[src/rtl/spi_slave_pkg.sv]
// Shared SPI definitions for the CC2420 link (used by both the master and the responder).
// Mode-0 constants, FSM encoding, byte width and the default underrun byte.
package spi_defs;
  localparam int        BYTE_W            = 8;
  localparam bit        SPI_CPOL          = 1'b0;
  localparam bit        SPI_CPHA          = 1'b0;
  localparam logic [7:0] IDLE_BYTE_DEFAULT = 8'h00;

  typedef logic [BYTE_W-1:0] spi_byte_t;

  typedef enum logic {
    SPI_IDLE   = 1'b0,
    SPI_ACTIVE = 1'b1
  } spi_state_t;
endpackage

[src/rtl/spi_slave_if.sv]
// SPI pins plus the byte handshake shared with the master side.
interface spi_slave_if;
  import spi_defs::*;

  logic      SClk;
  logic      CS_;
  logic      SI;
  logic      SO;
  spi_byte_t In;
  logic      InValid;
  logic      InRequest;
  spi_byte_t Out;
  logic      NewData;
  logic      Active;

  modport slave (
    input  SClk, CS_, SI, In, InValid,
    output SO, InRequest, Out, NewData, Active
  );

  modport master (
    output SClk, CS_, SI, In, InValid,
    input  SO, InRequest, Out, NewData, Active
  );
endinterface

[src/rtl/spi_slave_sync.sv]
// Two-flop synchronizer with a third history flop for edge detection of an async pin.
module spi_sync (
  input  logic Clock,
  input  logic Reset,
  input  logic din,
  output logic sync,
  output logic rise,
  output logic fall
);
  // [0],[1] synchronize; [2] is the previous synchronized value
  logic [2:0] stage_reg;

  always_ff @(posedge Clock or negedge Reset) begin
    if (!Reset) begin
      stage_reg <= 3'b000;
    end else begin
      stage_reg <= {stage_reg[1:0], din};
    end
  end

  assign sync = stage_reg[1];
  assign rise = stage_reg[1] & ~stage_reg[2];
  assign fall = ~stage_reg[1] & stage_reg[2];
endmodule

[src/rtl/spi_slave.sv]
// Mode-0 SPI responder: oversamples SClk/CS_/SI, shifts bytes MSB first and exposes
// a single-entry transmit holding register and a received-byte strobe.
module spi_slave
  import spi_defs::*;
#(
  parameter spi_byte_t IDLE_BYTE = IDLE_BYTE_DEFAULT
) (
  input  logic       Clock,
  input  logic       Reset,
  spi_slave_if.slave bus
);
  logic sclk_rise, sclk_fall, sclk_level_unused;
  logic sel_start, sel_end, cs_level_unused;
  logic [1:0] si_sync_reg;
  logic si_sync;

  spi_sync u_sclk_sync (
    .Clock (Clock),
    .Reset (Reset),
    .din   (bus.SClk),
    .sync  (sclk_level_unused),
    .rise  (sclk_rise),
    .fall  (sclk_fall)
  );

  // CS_ is active low: its falling edge starts a frame, its rising edge ends one
  spi_sync u_cs_sync (
    .Clock (Clock),
    .Reset (Reset),
    .din   (bus.CS_),
    .sync  (cs_level_unused),
    .rise  (sel_end),
    .fall  (sel_start)
  );

  always_ff @(posedge Clock or negedge Reset) begin
    if (!Reset) begin
      si_sync_reg <= 2'b00;
    end else begin
      si_sync_reg <= {si_sync_reg[0], bus.SI};
    end
  end
  assign si_sync = si_sync_reg[1];

  spi_state_t state_reg;
  logic [2:0] bitcnt_reg;
  spi_byte_t  rx_shift_reg, tx_shift_reg, out_reg, hold_reg;
  logic       so_reg, new_data_reg, full_reg;
  logic       load, consume;
  spi_byte_t  tx_next;

  // A byte boundary is either the start of a frame or the fall that closes a full byte
  assign consume = ((state_reg == SPI_IDLE) && sel_start) ||
                   ((state_reg == SPI_ACTIVE) && !sel_end && sclk_fall && (bitcnt_reg == 3'd0));
  assign load    = bus.InValid && !full_reg;
  assign tx_next = full_reg ? hold_reg : IDLE_BYTE;

  always_ff @(posedge Clock or negedge Reset) begin
    if (!Reset) begin
      hold_reg <= '0;
      full_reg <= 1'b0;
    end else if (load) begin
      hold_reg <= bus.In;
      full_reg <= 1'b1;
    end else if (consume) begin
      full_reg <= 1'b0;
    end
  end

  always_ff @(posedge Clock or negedge Reset) begin
    if (!Reset) begin
      state_reg    <= SPI_IDLE;
      bitcnt_reg   <= 3'd0;
      rx_shift_reg <= '0;
      tx_shift_reg <= '0;
      out_reg      <= '0;
      so_reg       <= 1'b0;
      new_data_reg <= 1'b0;
    end else begin
      new_data_reg <= 1'b0;
      case (state_reg)
        SPI_IDLE: begin
          if (sel_start) begin
            state_reg    <= SPI_ACTIVE;
            bitcnt_reg   <= 3'd0;
            tx_shift_reg <= tx_next;
            so_reg       <= tx_next[7];
          end
        end
        SPI_ACTIVE: begin
          // Ending mid-byte simply drops the partial byte in both directions
          if (sel_end) begin
            state_reg <= SPI_IDLE;
            so_reg    <= 1'b0;
          end else begin
            if (sclk_rise) begin
              rx_shift_reg <= {rx_shift_reg[6:0], si_sync};
              bitcnt_reg   <= bitcnt_reg + 3'd1;
              if (bitcnt_reg == 3'd7) begin
                out_reg      <= {rx_shift_reg[6:0], si_sync};
                new_data_reg <= 1'b1;
              end
            end
            if (sclk_fall) begin
              if (bitcnt_reg == 3'd0) begin
                tx_shift_reg <= tx_next;
                so_reg       <= tx_next[7];
              end else begin
                tx_shift_reg <= tx_shift_reg << 1;
                so_reg       <= tx_shift_reg[6];
              end
            end
          end
        end
        default: state_reg <= SPI_IDLE;
      endcase
    end
  end

  assign bus.SO        = so_reg;
  assign bus.Out       = out_reg;
  assign bus.NewData   = new_data_reg;
  assign bus.InRequest = ~full_reg;
  assign bus.Active    = (state_reg == SPI_ACTIVE);
endmodule

[src/flat_wrapper.sv]
// flat-port wrapper written by rule: the top's interface ports become plain ports
module spi_slave_flat import spi_defs::*;
#(
  parameter spi_byte_t IDLE_BYTE = IDLE_BYTE_DEFAULT
)
  (Clock, Reset, bus_SClk, bus_CS_, bus_SI, bus_In, bus_InValid, bus_SO, bus_InRequest, bus_Out, bus_NewData, bus_Active);
  spi_slave_if bus_i ();
  input  logic Clock;
  input  logic Reset;
  input wire logic [$bits(bus_i.SClk)-1:0] bus_SClk;
  input wire logic [$bits(bus_i.CS_)-1:0] bus_CS_;
  input wire logic [$bits(bus_i.SI)-1:0] bus_SI;
  input wire logic [$bits(bus_i.In)-1:0] bus_In;
  input wire logic [$bits(bus_i.InValid)-1:0] bus_InValid;
  output wire logic [$bits(bus_i.SO)-1:0] bus_SO;
  output wire logic [$bits(bus_i.InRequest)-1:0] bus_InRequest;
  output wire logic [$bits(bus_i.Out)-1:0] bus_Out;
  output wire logic [$bits(bus_i.NewData)-1:0] bus_NewData;
  output wire logic [$bits(bus_i.Active)-1:0] bus_Active;
  assign bus_i.SClk = bus_SClk;
  assign bus_i.CS_ = bus_CS_;
  assign bus_i.SI = bus_SI;
  assign bus_i.In = bus_In;
  assign bus_i.InValid = bus_InValid;
  assign bus_SO = bus_i.SO;
  assign bus_InRequest = bus_i.InRequest;
  assign bus_Out = bus_i.Out;
  assign bus_NewData = bus_i.NewData;
  assign bus_Active = bus_i.Active;
  spi_slave #(.IDLE_BYTE(IDLE_BYTE)) u_core (.Clock(Clock), .Reset(Reset), .bus(bus_i));
endmodule
[config.mk]
export PLATFORM = sky130hd
export DESIGN_NAME = spi_slave_flat
export DESIGN_NICKNAME = d
export VERILOG_FILES = /design/src/rtl/spi_slave_pkg.sv /design/src/rtl/spi_slave_if.sv /design/src/rtl/spi_slave_sync.sv /design/src/rtl/spi_slave.sv /design/src/flat_wrapper.sv
export SDC_FILE = /design/constraint.sdc
export NUM_CORES = 1
export LEC_CHECK = 0
export CORE_AREA = 5 5 93 95
export DETAILED_ROUTE_END_ITERATION = 12
export DIE_AREA = 0 0 98 100
export SLEW_MARGIN = 15
export SYNTH_ARGS = -nofsm -noshare
export SYNTH_HDL_FRONTEND = slang
export SYNTH_HIERARCHICAL = 1
export SYNTH_SLANG_ARGS = --single-unit
[constraint.sdc]
create_clock -name Clock -period 5 [get_ports Clock]
set_input_delay 1.5 -clock Clock [delete_from_list [all_inputs] [get_ports Clock]]
set_output_delay 1.5 -clock Clock [all_outputs]
set_load 0.005 [all_outputs]
==> results of run 1 <==
==> cell usage in the layout, fill, tap and decap left out, drive strengths merged <==
master,count
a211oi,1
o31ai,1
a2111oi,1
and4b,1
nand3,8
nand2,33
a21o,6
nor2,1
clkdlybuf4s50,24
clkbuf,7
or2,1
nor3,6
nand2b,2
a21oi,3
nor3b,1
ha,3
dfrtp,45
nand3b,2
a31oi,6
inv,4
and3b,2
buf,1
a31o,1
mux2,17
bufinv,1
nor2b,4
o21ba,1
o21ai,1
and2b,2
==> per-layer routing <==
layer | global-route usage [%] | share of wire, % | vias up
met1 | 9.63 | 49 | 588
met2 | 12.2 | 46 | 24
met4 | 3.83 | 2.0 | 0
met5 | 0 | 0 | -
li1 | - | - | 601
met3 | 1.74 | 3.2 | 5
==> path summary, 6_finish.rpt <==
path / startpoint / cells after the start / end / slack, ns
max: u_core/bus.Active$_DFF_PN0_ / 1 / bus_Active / 1.81
min: u_core/u_sclk_sync/stage_reg[0]$_DFF_PN0_ / 0 / u_core/u_sclk_sync/stage_reg[1]$_DFF_PN0_ / 0.36
max reg2reg: u_core/bus.Active$_DFF_PN0_ / 3 / u_core/bus.Out[1]$_DFFE_PN0P_ / 3.04
min reg2reg: u_core/u_sclk_sync/stage_reg[0]$_DFF_PN0_ / 0 / u_core/u_sclk_sync/stage_reg[1]$_DFF_PN0_ / 0.36
max in group asynchronous: Reset / 1 / u_core/hold_reg[2]$_DFFE_PN0P_ / 3.03
min in group asynchronous: Reset / 1 / u_core/rx_shift_reg[3]$_DFFE_PN0P_ / 1.36
==> logic make-up (layout without fill, tap and decap cells) <==
family / after synthesis / count (layout) / synth area share (%)
mux: 17 / 17 / 10.4
flops: 45 / 45 / 59.9
fa+ha+maj: 3 / 3 / 2.00
simple gates: 63 / 63 / 16.5
buf+inv: 13 / 37 / 3.46
compound gates: 21 / 21 / 7.72
==> through the flow <==
stage | cells | power, W
after floorplan | 162 | 0.000753
after global placement | 280 | 0.000829
after detailed placement | 280 | 0.000841
after CTS | 288 | 0.00112
after global routing | 288 | 0.00119
final | 288 | 0.00110
==> cell type report <==
| type | count | area, um^2 | share of cell area (%) |
|---|---|---|---|
| Sequential cell | 45 | 1130 | 48.6 |
| Multi-Input combinational cell | 104 | 688 | 29.7 |
| Clock buffer | 7 | 86.3 | 3.72 |
| Inverter | 4 | 15.0 | 0.648 |
| Timing Repair Buffer | 25 | 245 | 10.6 |
| Tap cell | 102 | 128 | 5.50 |
| Clock inverter | 1 | 30.0 | 1.30 |
==> power groups by stage <==
stage               sequential, W  combinational, W  clock [W]
floorplan                0.000523          0.000230          0
global placement         0.000556          0.000273          0
detailed placement       0.000558          0.000283          0
CTS                      0.000550          0.000283   0.000285
global route             0.000565          0.000320   0.000300
finish                   0.000549          0.000280   0.000275
==> qor.csv, run 1 <==
stage,metric,value,unit
final_layout,fillCellCount,783,
final_layout,drive_gt1_share,16.1,%
final_layout,fin_util,30.3,%
power,swShare,29.2,%
global_routing,grt_pass1_vias,1281,
detailed_routing,drc,0,
die,fp.dieW,98,um
die,die_y,100,um
clock_tree,cts_tree,yes,
power,power.share.clock,24.9,%
yosys,synth-main-ff-cell,dfrtp_1,
place,io_buffers,25,
timing,worstMarginPinSlew,0.974,ns
detailed_routing,drtIter0Drc,95,
yosys,synth_edf_count,0,
yosys,synthesis.nets,179,
clock_tree,post_cts_buffers,0,
place,place_area,2200,um^2
global_routing,grt_use_total,7.60,%
clock_tree,cts_hold_buf,0,
detailed_routing,avgRoutedWirePerCell,12.0,um
global_routing,grt_pass1_wl,6090,um
hold_path,min_path_type,reg -> reg,
yosys,netlist.top_cell.by_area,dfrtp_1,
yosys,syn_area,1880,um^2
detailed_routing,postRouteAntennaNets,0,
yosys,synthTopCellsByCount,"45 x dfrtp_1, 33 x nand2_1, 16 x mux2_2",
final_layout,nets,202,
power,p_per_area,476,nW/um^2
detailed_routing,post_drt_via_cell_ratio,4.23,
die,io_pins,26,
timing,timing.fmax,314,MHz
yosys,ys_ff_latch,45,
die,die-area,9800,um^2
setup_path,slowest_delay,0.75,ns
setup_path,path_max_fanout,24,
flow_run,drv_cap,0,
run_status,outcome,completed,
global_routing,antenna_found_initial,0,
final_layout,stdcell_area,2320,um^2
clock_tree,clk_latency,0.29,ns
final_layout,area_growth,23.4,%
global_routing,grt_max_degree,46,
setup_path,crit_chain,clkdlybuf4s50_1,
place,dpl.hpwl,2430,um
die,placement_rows,32,
yosys,yosysTopAreaCellShare,59.9,%
yosys,syn_inst,162,
place,dp_slack,1.88,ns
detailed_routing,vias,1218,
timing,clock-skew-final,0.00724,ns
setup_path,cp-end-kind,primary output,
yosys,synth.distinct_cells,31,
power,comb_power_share,25.4,%
timing,period_needed,3.19,ns
final_layout,diodes,0,
clock_tree,post_cts_resized,0,
power,peakVddDrop,0.000138,V
yosys,synthArstFlopShare,100,%
timing,holdWs,0.358,ns
power,p_int,0.000782,W
timing,finalSetupViolations,0,
clock_tree,clk_pin_slew,0.08,ns
setup_path,crit_type,reg -> out,
yosys,ys_warn_count,6,
clock_tree,cts_sinks,45,
timing,drv_slew,0,
yosys,netlist_top_cells_area,"dfrtp_1 60%, mux2_2 9.6%, nand2_1 6.6%",
setup_path,cp_data_required_time,3.50,ns
power,sequentialPowerShare,49.7,%
clock_tree,numCtsBuffers,5,
power,power_switching,0.000323,W
yosys,yosysSeqAreaShare,59.9,%
timing,rsz0062_at_grt,false,
clock_tree,ctsLongestPathBuffers,2,
die,start_util,24.6,%
setup_path,slowest_stage,dfrtp_1,
yosys,yosysMostFrequentCell,dfrtp_1,
clock_tree,clock-root-buffer,clkbuf_8,
detailed_routing,drt-total-wl,3450,um
clock_tree,htreeDepth,2,
timing,fin_setup_tns,0,ns
timing,layout_setup_ws,1.81,ns
timing,post-route-period-util,63.7,%
power,p_leak,1.05,nW
setup_path,cpLargestDelayFamily,flip-flops,
yosys,avgSynthCellArea,11.6,um^2
global_routing,grt_overflow_total,0,
setup_path,path_buf_inv,1,
setup_path,critical_path_arrival,1.69,ns
die,core_area,7650,um^2
timing,slew_headroom,35.0,%
timing,hold_viol,0,
detailed_routing,first_pass_iters,4,
place,place_congestion,0.692,
setup_path,crit_path_start_kind,flip-flop,
Note: power is estimated with default switching activity, not from simulation.
==> inputs of run 2 (changes only) <==
Clock period 5 ns to 3.3 ns, I/O delays scaled along.
==> run 2 against run 1 <==
Global-route usage rose by 0.31 points. Critical path depth did not move. Non-clock buffer count did not move. Sequential share of layout area rose by 0.61 points. Critical endpoint unchanged. Critical path type unchanged. Via count fell by 0.57%.
==> qor.csv, run 2 (synthesized netlist as in run 1, its figures left out) <==
stage,metric,value,unit,change
timing,rsz0062_at_grt,false,,
setup_path,rr_worst_depth,3,,unchanged
detailed_routing,post_drt_via_cell_ratio,4.20,,-0.57%
setup_path,crit_type,reg -> out,,
clock_tree,post_cts_resized,0,,unchanged
timing,worstMarginPinSlew,0.986,ns,+0.0114 ns
final_layout,area_growth,21.8,%,
clock_tree,cts_tree,yes,,
power,power_switching,0.000504,W,+56%
final_layout,diodes,0,,unchanged
clock_tree,ctsLongestPathBuffers,2,,unchanged
global_routing,grt_pass1_vias,1284,,+0.23%
hold_path,min_path_type,reg -> reg,,
detailed_routing,vias,1211,,-0.57%
run_status,outcome,completed,,
timing,finalSetupViolations,0,,unchanged
clock_tree,htreeDepth,2,,unchanged
timing,post-route-period-util,82.4,%,
power,swShare,31.7,%,+2.5 points
global_routing,antenna_found_initial,0,,unchanged
setup_path,crit_end,bus_Active,,
power,peakVddDrop,0.000198,V,+43%
final_layout,fin_util,29.9,%,-0.38 points
final_layout,drive_gt1_share,16.1,%,unchanged
clock_tree,cts_hold_buf,0,,unchanged
setup_path,cp-end-kind,primary output,,
die,core_area,7650,um^2,unchanged
place,dp.cells,280,,unchanged
power,p_leak,1.03,nW,-2.0%
setup_path,cpLargestDelayFamily,flip-flops,,
global_routing,grt_overflow_total,0,,unchanged
power,p_int,0.00109,W,+39%
detailed_routing,first_pass_iters,4,,unchanged
setup_path,path_buf_inv,1,,unchanged
setup_path,path_max_fanout,24,,unchanged
timing,drv_slew,0,,unchanged
setup_path,cp_data_required_time,2.31,ns,-1.19 ns
final_layout,regArea,1130,um^2,unchanged
power,p_per_area,695,nW/um^2,+46%
place,dpl.hpwl,2470,um,+1.7%
timing,timing.fmax,368,MHz,
detailed_routing,drt-total-wl,3580,um,+3.7%
final_layout,final_cells,288,,unchanged
clock_tree,clk_latency,0.29,ns,about the same
die,die_y,100,um,unchanged
setup_path,slowest_delay,0.78,ns,+0.03 ns
clock_tree,post_cts_buffers,0,,unchanged
global_routing,grt_pass1_wl,6310,um,+3.6%
global_routing,grt_use_total,7.91,%,+0.31 points
die,die-area,9800,um^2,unchanged
timing,hold_viol,0,,unchanged
timing,fin_setup_tns,0,ns,unchanged
die,placement_rows,32,,unchanged
final_layout,final_cell_mix,"45 x dfrtp_1, 33 x nand2_1, 24 x clkdlybuf4s50_1",,
setup_path,rr_startpoint,u_core/bus.Active$_DFF_PN0_,,
setup_path,startpoint,u_core/bus.Active$_DFF_PN0_,,
timing,slew_headroom,34.3,%,-0.76 points
place,place_congestion,0.694,,+0.25%
final_layout,nets,202,,unchanged
clock_tree,cts_sinks,45,,unchanged
die,io_pins,26,,unchanged
power,sequentialPowerShare,52.3,%,+2.6 points
setup_path,crit_path_start_kind,flip-flop,,
setup_path,worstReg2RegEnd,u_core/tx_shift_reg[0]$_DFFE_PN0P_,,
flow_run,drv_cap,0,,unchanged
final_layout,layout.cells.most_common,dfrtp_1,,
clock_tree,clk_pin_slew,0.08,ns,about the same
detailed_routing,drc,0,,unchanged
detailed_routing,postRouteAntennaNets,0,,unchanged
setup_path,cp.depth,1,,unchanged
die,start_util,24.6,%,unchanged
setup_path,r2r_slack,1.31,ns,-1.73 ns
timing,period_needed,2.72,ns,
final_layout,multi_input_area,688,um^2,unchanged
setup_path,critical_path_arrival,1.73,ns,+0.04 ns
timing,clock-skew-final,0.00641,ns,-0.000828 ns
die,fp.dieW,98,um,unchanged
final_layout,fillCellCount,793,,+1.3%
detailed_routing,avgRoutedWirePerCell,12.4,um,+3.7%
setup_path,crit_chain,clkdlybuf4s50_1,,
power,power.share.clock,20.8,%,-4.1 points
power,comb_power_share,26.9,%,+1.5 points
detailed_routing,drtIter0Drc,133,,+40%
place,io_buffers,25,,unchanged
clock_tree,clock-root-buffer,clkbuf_8,,
clock_tree,numCtsBuffers,5,,unchanged
global_routing,grt_max_degree,46,,unchanged
setup_path,slowest_stage,dfrtp_1,,
[run 2: changes by cell type in the layout (fill, tap and decap cells not counted), sizes merged]
cell      change
clkbuf        -1
clkinvlp      +2
bufinv        -1
[run 2: metrics by stage]
stage	hold WS (ns)	power [W]	setup WS, ns	cell area, um^2
floorplan	0.331	0.00114	1.42	1880
global placement	0.336	0.00126	0.734	2200
detailed placement	0.346	0.00127	0.690	2200
CTS	0.357	0.00161	0.588	2290
global route	0.361	0.00171	0.471	2290
finish	0.357	0.00159	0.581	2290
[run 2: metal layers]
| metal | track usage (%) | vias to the layer above | share of wire, % |
|---|---|---|---|
| li1 | - | 595 | - |
| met1 | 10.3 | 584 | 48 |
| met2 | 12.3 | 26 | 45 |
| met3 | 2.02 | 6 | 4.7 |
| met4 | 3.83 | 0 | 2.2 |
| met5 | 0 | - | 0 |
[run 2: cell type report]
cell class / instances / share of cell area, %
repair buffers: 25 / 10.7
well taps: 102 / 5.57
inverters: 4 / 0.656
multi-input cells: 104 / 30.1
flip-flops and latches: 45 / 49.2
clock buffers: 6 / 3.17
clock inverters: 2 / 0.656
[run 2: power by group through the flow]
stage               Clock [W]  Sequential, W  Combinational (W)
global route         0.000367       0.000858           0.000488
global placement            0       0.000842           0.000414
floorplan                   0       0.000793           0.000348
detailed placement          0       0.000844           0.000431
finish               0.000331       0.000832           0.000428
CTS                  0.000347       0.000833           0.000432
[run 2: how the worst min path moves through the flow]
stage	end	depth (start not counted)	slack, ns	from
floorplan	u_core/si_sync_reg[1]$_DFF_PN0_	0	0.33	u_core/si_sync_reg[0]$_DFF_PN0_
global placement	u_core/si_sync_reg[1]$_DFF_PN0_	0	0.34	u_core/si_sync_reg[0]$_DFF_PN0_
detailed placement	u_core/u_sclk_sync/stage_reg[1]$_DFF_PN0_	0	0.35	u_core/u_sclk_sync/stage_reg[0]$_DFF_PN0_
CTS	u_core/u_cs_sync/stage_reg[1]$_DFF_PN0_	0	0.36	u_core/u_cs_sync/stage_reg[0]$_DFF_PN0_
global route	u_core/u_cs_sync/stage_reg[1]$_DFF_PN0_	0	0.36	u_core/u_cs_sync/stage_reg[0]$_DFF_PN0_
finish	u_core/u_cs_sync/stage_reg[1]$_DFF_PN0_	0	0.36	u_core/u_cs_sync/stage_reg[0]$_DFF_PN0_
==> inputs of run 3 (changes only) <==
Clock period 3.3 ns to 2.7 ns, I/O delays scaled along.
==> run 3 against run 2 <==
Via count is 2.2% higher. Core utilization is 0.59 points higher. Flip-flop and latch count unchanged. Critical path depth rose by 1. Sequential share of layout area fell by 0.95 points. Critical path type unchanged. Largest power group unchanged.
==> qor.csv, run 3 (synthesized netlist as in run 1, its figures left out) <==
stage,metric,value,unit,change
clock_tree,htreeDepth,2,,unchanged
timing,fin_setup_tns,0,ns,unchanged
place,dpl.hpwl,2520,um,+1.8%
power,peakVddDrop,0.000241,V,+22%
die,fp.dieW,98,um,unchanged
final_layout,area_growth,24.2,%,
hold_path,min_path_type,reg -> reg,,
die,start_util,24.6,%,unchanged
timing,timing.fmax,454,MHz,
place,io_buffers,25,,unchanged
global_routing,grt_pass1_vias,1274,,-0.78%
flow_run,drv_cap,0,,unchanged
clock_tree,post_cts_resized,0,,unchanged
detailed_routing,drt-met1-wl,1660,um,-3.6%
global_routing,grt_max_degree,24,,-48%
final_layout,final_cell_mix,"45 x dfrtp_1, 33 x nand2_1, 24 x clkdlybuf4s50_1",,
detailed_routing,first_pass_iters,4,,unchanged
setup_path,cpLargestDelayFamily,buffers and inverters,,
global_routing,antenna_found_initial,0,,unchanged
timing,clock-skew-final,0.00447,ns,-0.00193 ns
detailed_routing,drtIter0Drc,81,,-39%
timing,post-route-period-util,81.6,%,
power,p_leak,1.06,nW,+3.1%
detailed_routing,avgRoutedWirePerCell,12.4,um,-0.41%
clock_tree,cts_tree,yes,,
place,place_congestion,0.682,,-1.8%
detailed_routing,post_drt_via_cell_ratio,4.24,,+0.83%
clock_tree,cts_hold_buf,0,,unchanged
detailed_routing,drc,0,,unchanged
detailed_routing,vias,1238,,+2.2%
detailed_routing,maxUsedRoutingLayer,met4,,
timing,worstMarginPinSlew,0.544,ns,-0.442 ns
power,p_per_area,846,nW/um^2,+22%
power,power_switching,0.000631,W,+25%
timing,drv_slew,0,,unchanged
timing,hold_viol,0,,unchanged
timing,layout_setup_ws,0.496,ns,-0.0846 ns
setup_path,slowest_delay,0.50,ns,-0.28 ns
timing,period_needed,2.20,ns,
clock_tree,clock-root-buffer,clkbuf_8,,
clock_tree,post_cts_buffers,0,,unchanged
setup_path,crit_chain,inv_1 > clkdlybuf4s50_1,,
setup_path,slowest_stage,dfrtp_1,,
timing,rsz0062_at_grt,false,,
place,dp_slack,0.661,ns,-0.0284 ns
clock_tree,ctsLongestPathBuffers,2,,unchanged
clock_tree,cts_sinks,45,,unchanged
power,power,0.00197,W,+24%
global_routing,grt_overflow_total,0,,unchanged
setup_path,cp_data_required_time,1.89,ns,-0.42 ns
detailed_routing,drt-total-wl,3620,um,+0.98%
die,io_pins,26,,unchanged
power,swShare,32.0,%,+0.27 points
global_routing,grt_pass1_wl,6270,um,-0.76%
power,comb_power_share,27.9,%,+1.0 points
setup_path,cp-end-kind,primary output,,
clock_tree,clk_pin_slew,0.09,ns,about the same
setup_path,crit_path_start_kind,flip-flop,,
die,core_area,7650,um^2,unchanged
clock_tree,numCtsBuffers,5,,unchanged
power,power.share.clock,21.3,%,+0.5 points
final_layout,drive_gt1_share,18.4,%,+2.3 points
setup_path,path_buf_inv,2,,+1
clock_tree,clk_latency,0.30,ns,about the same
timing,finalSetupViolations,0,,unchanged
die,placement_rows,32,,unchanged
final_layout,diodes,0,,unchanged
setup_path,critical_path_arrival,1.39,ns,-0.34 ns
power,sequentialPowerShare,50.8,%,-1.5 points
detailed_routing,dr_wl_met2,1730,um,+7.2%
die,die_y,100,um,unchanged
run_status,outcome,completed,,
final_layout,nets,206,,+2.0%
final_layout,layout.cells.most_common,dfrtp_1,,
detailed_routing,route.met3.wl,143,um,-16%
power,p_int,0.00134,W,+24%
timing,slew_headroom,63.7,%,+29 points
die,die-area,9800,um^2,unchanged
detailed_routing,postRouteAntennaNets,0,,unchanged
setup_path,crit_type,reg -> out,,
global_routing,grt_use_total,7.96,%,+0.048 points
final_layout,fillCellCount,771,,-2.8%
setup_path,path_max_fanout,12,,-50%
## run 3: area by class of cell
| class | count | area [um^2] | share of cell area [%] |
|---|---|---|---|
| Sequential cell | 45 | 1130 | 48.2 |
| Multi-Input combinational cell | 104 | 688 | 29.5 |
| Timing Repair Buffer | 29 | 288 | 12.3 |
| Tap cell | 102 | 128 | 5.47 |
| Clock buffer | 5 | 68.8 | 2.95 |
| Clock inverter | 3 | 21.3 | 0.911 |
| Inverter | 4 | 15.0 | 0.643 |
## run 3: worst paths after layout
path / startpoint / slack, ns / to / cells past startpoint
max: u_core/full_reg$_DFFE_PN0P_ / 0.50 / bus_InRequest / 2
min: u_core/si_sync_reg[0]$_DFF_PN0_ / 0.35 / u_core/si_sync_reg[1]$_DFF_PN0_ / 0
max reg2reg: u_core/u_cs_sync/stage_reg[1]$_DFF_PN0_ / 0.81 / u_core/bus.Out[3]$_DFFE_PN0P_ / 4
min reg2reg: u_core/si_sync_reg[0]$_DFF_PN0_ / 0.35 / u_core/si_sync_reg[1]$_DFF_PN0_ / 0
max in group asynchronous: Reset / 1.70 / u_core/tx_shift_reg[5]$_DFFE_PN0P_ / 2
min in group asynchronous: Reset / 0.49 / u_core/si_sync_reg[1]$_DFF_PN0_ / 1
## run 3: power by group through the flow
stage	clock (W)	sequential, W	combinational [W]
floorplan	0	0.000969	0.000425
global placement	0	0.00101	0.000538
detailed placement	0	0.00101	0.000556
CTS	0.000432	0.00100	0.000558
global route	0.000455	0.00104	0.000631
finish	0.000421	0.00100	0.000551
## run 3: layer usage
layer | GRT usage (%) | vias to the layer above
met5 | 0 | -
met3 | 2.08 | 6
met4 | 4.15 | 0
met1 | 10.1 | 606
li1 | - | 606
met2 | 12.5 | 20
## run 3: metrics by stage
stage | std cells | util [%] | hold WS, ns | area (um^2)
global placement | 284 | 29.4 | 0.335 | 2240
finish | 292 | 30.5 | 0.353 | 2330
global route | 292 | 30.5 | 0.363 | 2330
CTS | 292 | 30.5 | 0.349 | 2330
detailed placement | 284 | 29.4 | 0.338 | 2240
floorplan | 162 | - | 0.331 | 1880
